==> src/rtl/serial_adder_pkg.sv <==
// serial_adder_pkg: shared FSM state encoding and sizing helper for the bit-serial adder
package serial_adder_pkg;

   typedef enum logic [1:0] {
      IDLE = 2'd0,
      RUN  = 2'd1,
      DONE = 2'd2
   } state_t;

   // Bit counter width: $clog2(WIDTH), never narrower than one bit
   function automatic int cnt_width(input int width);
      return (width > 1) ? $clog2(width) : 1;
   endfunction

endpackage

==> src/rtl/full_adder.sv <==
// full_adder: single-bit combinational full adder
module full_adder (
   input  logic a_i,
   input  logic b_i,
   input  logic carry_in_i,
   output logic sum_o,
   output logic carry_out_o
);

   assign sum_o       = a_i ^ b_i ^ carry_in_i;
   assign carry_out_o = (a_i & b_i) | (carry_in_i & (a_i ^ b_i));

endmodule

==> src/rtl/serial_adder.sv <==
// serial_adder: bit-serial WIDTH-bit adder sequencing one bit pair per cycle through full_adder
module serial_adder
   import serial_adder_pkg::*;
#(
   parameter int WIDTH = 8
) (
   input  logic             clk_i,
   input  logic             rst_n_i,
   input  logic             start_i,
   input  logic [WIDTH-1:0] a_i,
   input  logic [WIDTH-1:0] b_i,
   input  logic             carry_in_i,
   output logic             busy_o,
   output logic             done_o,
   output logic [WIDTH-1:0] sum_o,
   output logic             carry_out_o
);

   localparam int CW = cnt_width(WIDTH);

   state_t           r_state;
   state_t           w_next;
   logic [WIDTH-1:0] r_a;
   logic [WIDTH-1:0] r_b;
   logic [WIDTH-1:0] r_sum;
   logic [WIDTH-1:0] r_sum_o;
   logic [WIDTH-1:0] w_sum_nxt;
   logic [CW-1:0]    r_cnt;
   logic             r_carry;
   logic             r_cout;
   logic             w_s;
   logic             w_c;
   logic             w_last;
   logic             w_accept;

   full_adder u_fa (
      .a_i        (r_a[0]),
      .b_i        (r_b[0]),
      .carry_in_i (r_carry),
      .sum_o      (w_s),
      .carry_out_o(w_c)
   );

   // New sum bit enters at the MSB; after WIDTH shifts the LSB-first stream lines up
   assign w_sum_nxt = WIDTH'({w_s, r_sum} >> 1);
   assign w_last    = (r_cnt == CW'(WIDTH - 1));
   assign w_accept  = start_i && (r_state != RUN);

   // Next state: RUN ends on the terminal count, start is honoured only outside RUN
   always_comb begin
      w_next = (r_state == RUN) ? (w_last ? DONE : RUN) : (w_accept ? RUN : IDLE);
   end

   // State register
   always_ff @(posedge clk_i) begin
      if (!rst_n_i) r_state <= IDLE;
      else          r_state <= w_next;
   end

   // Operand capture, serial datapath and result registers
   always_ff @(posedge clk_i) begin
      if (!rst_n_i) begin
         r_a     <= '0;
         r_b     <= '0;
         r_sum   <= '0;
         r_sum_o <= '0;
         r_cnt   <= '0;
         r_carry <= 1'b0;
         r_cout  <= 1'b0;
      end else if (w_accept) begin
         r_a     <= a_i;
         r_b     <= b_i;
         r_carry <= carry_in_i;
         r_cnt   <= '0;
      end else if (r_state == RUN) begin
         r_a     <= r_a >> 1;
         r_b     <= r_b >> 1;
         r_sum   <= w_sum_nxt;
         r_carry <= w_c;
         r_cnt   <= r_cnt + CW'(1);
         if (w_last) begin
            r_sum_o <= w_sum_nxt;
            r_cout  <= w_c;
         end
      end
   end

   assign busy_o      = (r_state == RUN);
   assign done_o      = (r_state == DONE);
   assign sum_o       = r_sum_o;
   assign carry_out_o = r_cout;

endmodule

==> config.mk <==
export PLATFORM = sky130hd
export DESIGN_NAME = serial_adder
export DESIGN_NICKNAME = d
export VERILOG_FILES = /design/src/rtl/serial_adder_pkg.sv /design/src/rtl/full_adder.sv /design/src/rtl/serial_adder.sv
export SDC_FILE = /design/constraint.sdc
export NUM_CORES = 1
export LEC_CHECK = 0
export ABC_AREA = 1
export BUFFER_PORTS_ARGS = -buffer_cell sky130_fd_sc_hd__buf_4
export CAP_MARGIN = 20
export CORE_UTILIZATION = 31
export CTS_CLUSTER_DIAMETER = 40
export DETAILED_ROUTE_END_ITERATION = 16
export PLACE_DENSITY = 0.47
export SYNTH_ARGS = -nofsm -noshare
export SYNTH_HDL_FRONTEND = slang
export SYNTH_SLANG_ARGS = --single-unit
==> constraint.sdc <==
create_clock -name clk_i -period 1.45 [get_ports clk_i]
set_input_delay 0.145 -clock clk_i [delete_from_list [all_inputs] [get_ports clk_i]]
set_output_delay 0.145 -clock clk_i [all_outputs]
set_load 0.01 [all_outputs]
==> results.md <==
- HP Class: in -> reg
- Setup total negative slack: 0 ns
- Fraction of layout cells with a size suffix above 1: 20.7%
- Tcrit/Tclk final: 91.4%
- CP Class: reg -> out
- Worst slew margin: 71.3%
- Deepest clock path buffer count: 2
- Total GRT Usage: 13.5%
- DP HPWL: 2410 µm
- Final ANT Viol Nets: 0
- CP arrival: 1.18 ns
- Via count: 1431
- Seq/Total Area, Yosys: 44.7%
- Row cnt: 26
- Max cap viols: 0
- CTS Root Cell: clkbuf_8
- Clock-pin slew on the worst setup and hold paths: 0.07 ns
- DRC viols: 0
- DIE HEIGHT: 76.1 µm
- Vias per cell: 4.46
- First-pass GRT wire length: 6200 µm
- # setup viols final: 0
- Pre-antenna DRT Iters: 4
- Cell Area, Synth: 1700 µm²
- Die width: 76.1 µm
- Yosys warns: 0
- Tmin final: 1.33 ns
- Top achievable clock speed: 754 MHz
- Crit path capture type: primary output
- RSZ-0062 raised after global routing: no
- Lkg Pwr: 1.04 nW
- Worst EP required: 1.31 ns
- Die area: 5790 µm²
- CTS tree: done
- Post-layout util: 39.0%
- Wire per inst: 11.3 µm
- Initial antenna violation count: 0
- Worst Tran Pin Value: 0.431 ns
- Clock Skew: 0.00303 ns
- CTS H-tree lvls: 2
- Seq cells post-synth: 38
- TritonCTS Buffers: 5
- Starting Density: 32.7%
- Critical Path Source Type: register
- Fill count: 587
- Remaining global-route overflow: 0
- Largest net degree at the start of global routing: 43
- Hold Buf Count CTS: 0
- Area Overhead vs Synth: 19.4%
- Syn avg cell area: 7.73 µm²
- Ports: 31
- R2r setup slk: 0.16 ns
- # clock sinks: 38
- Outcome: completed
- Peak VDD IR: 519 µV
- Max Slew Vio Count: 0
- Clk_lat worst skew: 0.28 ns
- Syn nets: 243
- Vias in the first global route: 1339
- Cell count after synthesis: 220
- GPL Wtd Cong: 0.684
- DRT iter0 DRCs: 85
- Max FO, Critical Path: 7
- Core box area: 5200 µm²
- Final hold vios: 0
- ANT cells: 0
- Total Wirelength: 3630 µm
- Most frequent cells in the layout: nand3_1, nand2_1, buf_4, dfxtp_1, nor2_1
- Synth unique cells: 18
- # nets final: 275
- Setup bufs post-CTS: 0
- Cell area power density: 1030 nW/µm²
- Post_cts resized: 0
- Port buffer count: 30
[metal layers]
metal  up-vias  GRT usage (%)  share of wire [%]
li1        763              -                  -
met1       641           18.3                 51
met2        20           19.9                 44
met3         7           3.35                3.3
met4         0           6.92                1.8
met5         -              0                  0
[where the power goes]
part / switching (mW) / internal (mW) / total [mW]
Sequential: 0.0309 / 1.09 / 1.12
Combinational: 0.139 / 0.111 / 0.250
Clock: 0.346 / 0.367 / 0.712
Total: 0.515 / 1.57 / 2.08
[synthesized netlist by cell type, drive strengths merged]
master	n	share of area [%]
xor2	1	0.52
nand2	57	13
inv	19	4.2
buf	11	6.0
nand3	56	17
o21ai	8	2.4
ha	2	1.5
dfxtp	38	45
fa	1	1.2
clkbuf	3	1.8
a21oi	4	1.2
nor2	20	6.3
[layout make-up]
cell class                      count  area (µm²)  share of cell area [%]
Inverter                           19        71.3                    3.51
Timing Repair Buffer               39         293                    14.4
Sequential cell                    38         761                    37.5
Tap cell                           70        87.6                    4.31
Clock buffer                        6        82.6                    4.07
Multi-Input combinational cell    149         736                    36.2
[path summary, 6_finish.rpt]
check / from / cells past startpoint / endpoint
setup reg to reg: r_state[1]$_SDFF_PN0_ / 6 / r_a[1]$_SDFFE_PN0P_
hold reg to reg: r_sum[6]$_SDFFE_PN0P_ / 2 / sum_o[5]$_SDFFE_PN0P_
hold / removal: b_i[7] / 3 / r_b[7]$_SDFFE_PN0P_
setup / recovery: r_state[0]$_SDFF_PN0_ / 4 / busy_o
[cells by family (layout without fill, tap and decap cells)]
family	after synthesis	in the layout	share of synthesized area, %
DFF	38	38	44.7
and+or+nand+nor	133	133	36.6
adders and majority gates	3	3	2.65
buffers and inverters	33	64	12.0
xor gates and xnor gates	1	1	0.515
AOI/OAI and AO/OA	12	12	3.53
[registers in the layout, summed over array words and instances, names as in the netlist]
| name | cells |
|---|---|
| r_carry | 1 |
| r_a | 8 |
| r_state | 2 |
| r_b | 8 |
| sum_o | 8 |
| carry_out_o | 1 |
| r_sum | 7 |
| r_cnt | 3 |
[metrics by stage]
stage	setup slack [ns]	power, mW	cell area [µm²]	cells	hold WS [ns]
after global placement	0.146	1.39	1930	312	0.429
after detailed placement	0.171	1.39	1930	312	0.431
after floorplan	0.335	1.32	1700	220	0.294
final	0.124	2.08	2030	321	0.131
after CTS	0.0357	2.11	2010	318	0.122
after global routing	0.00160	2.18	2030	321	0.137
[critical path, cell delays in order, from the launching register on]
cell	delay (ns)
dfxtp_1	0.40
inv_2	0.09
nor2_8	0.15
buf_4	0.14
buf_4	0.11
No activity file was read; power rests on OpenSTA's default activity.
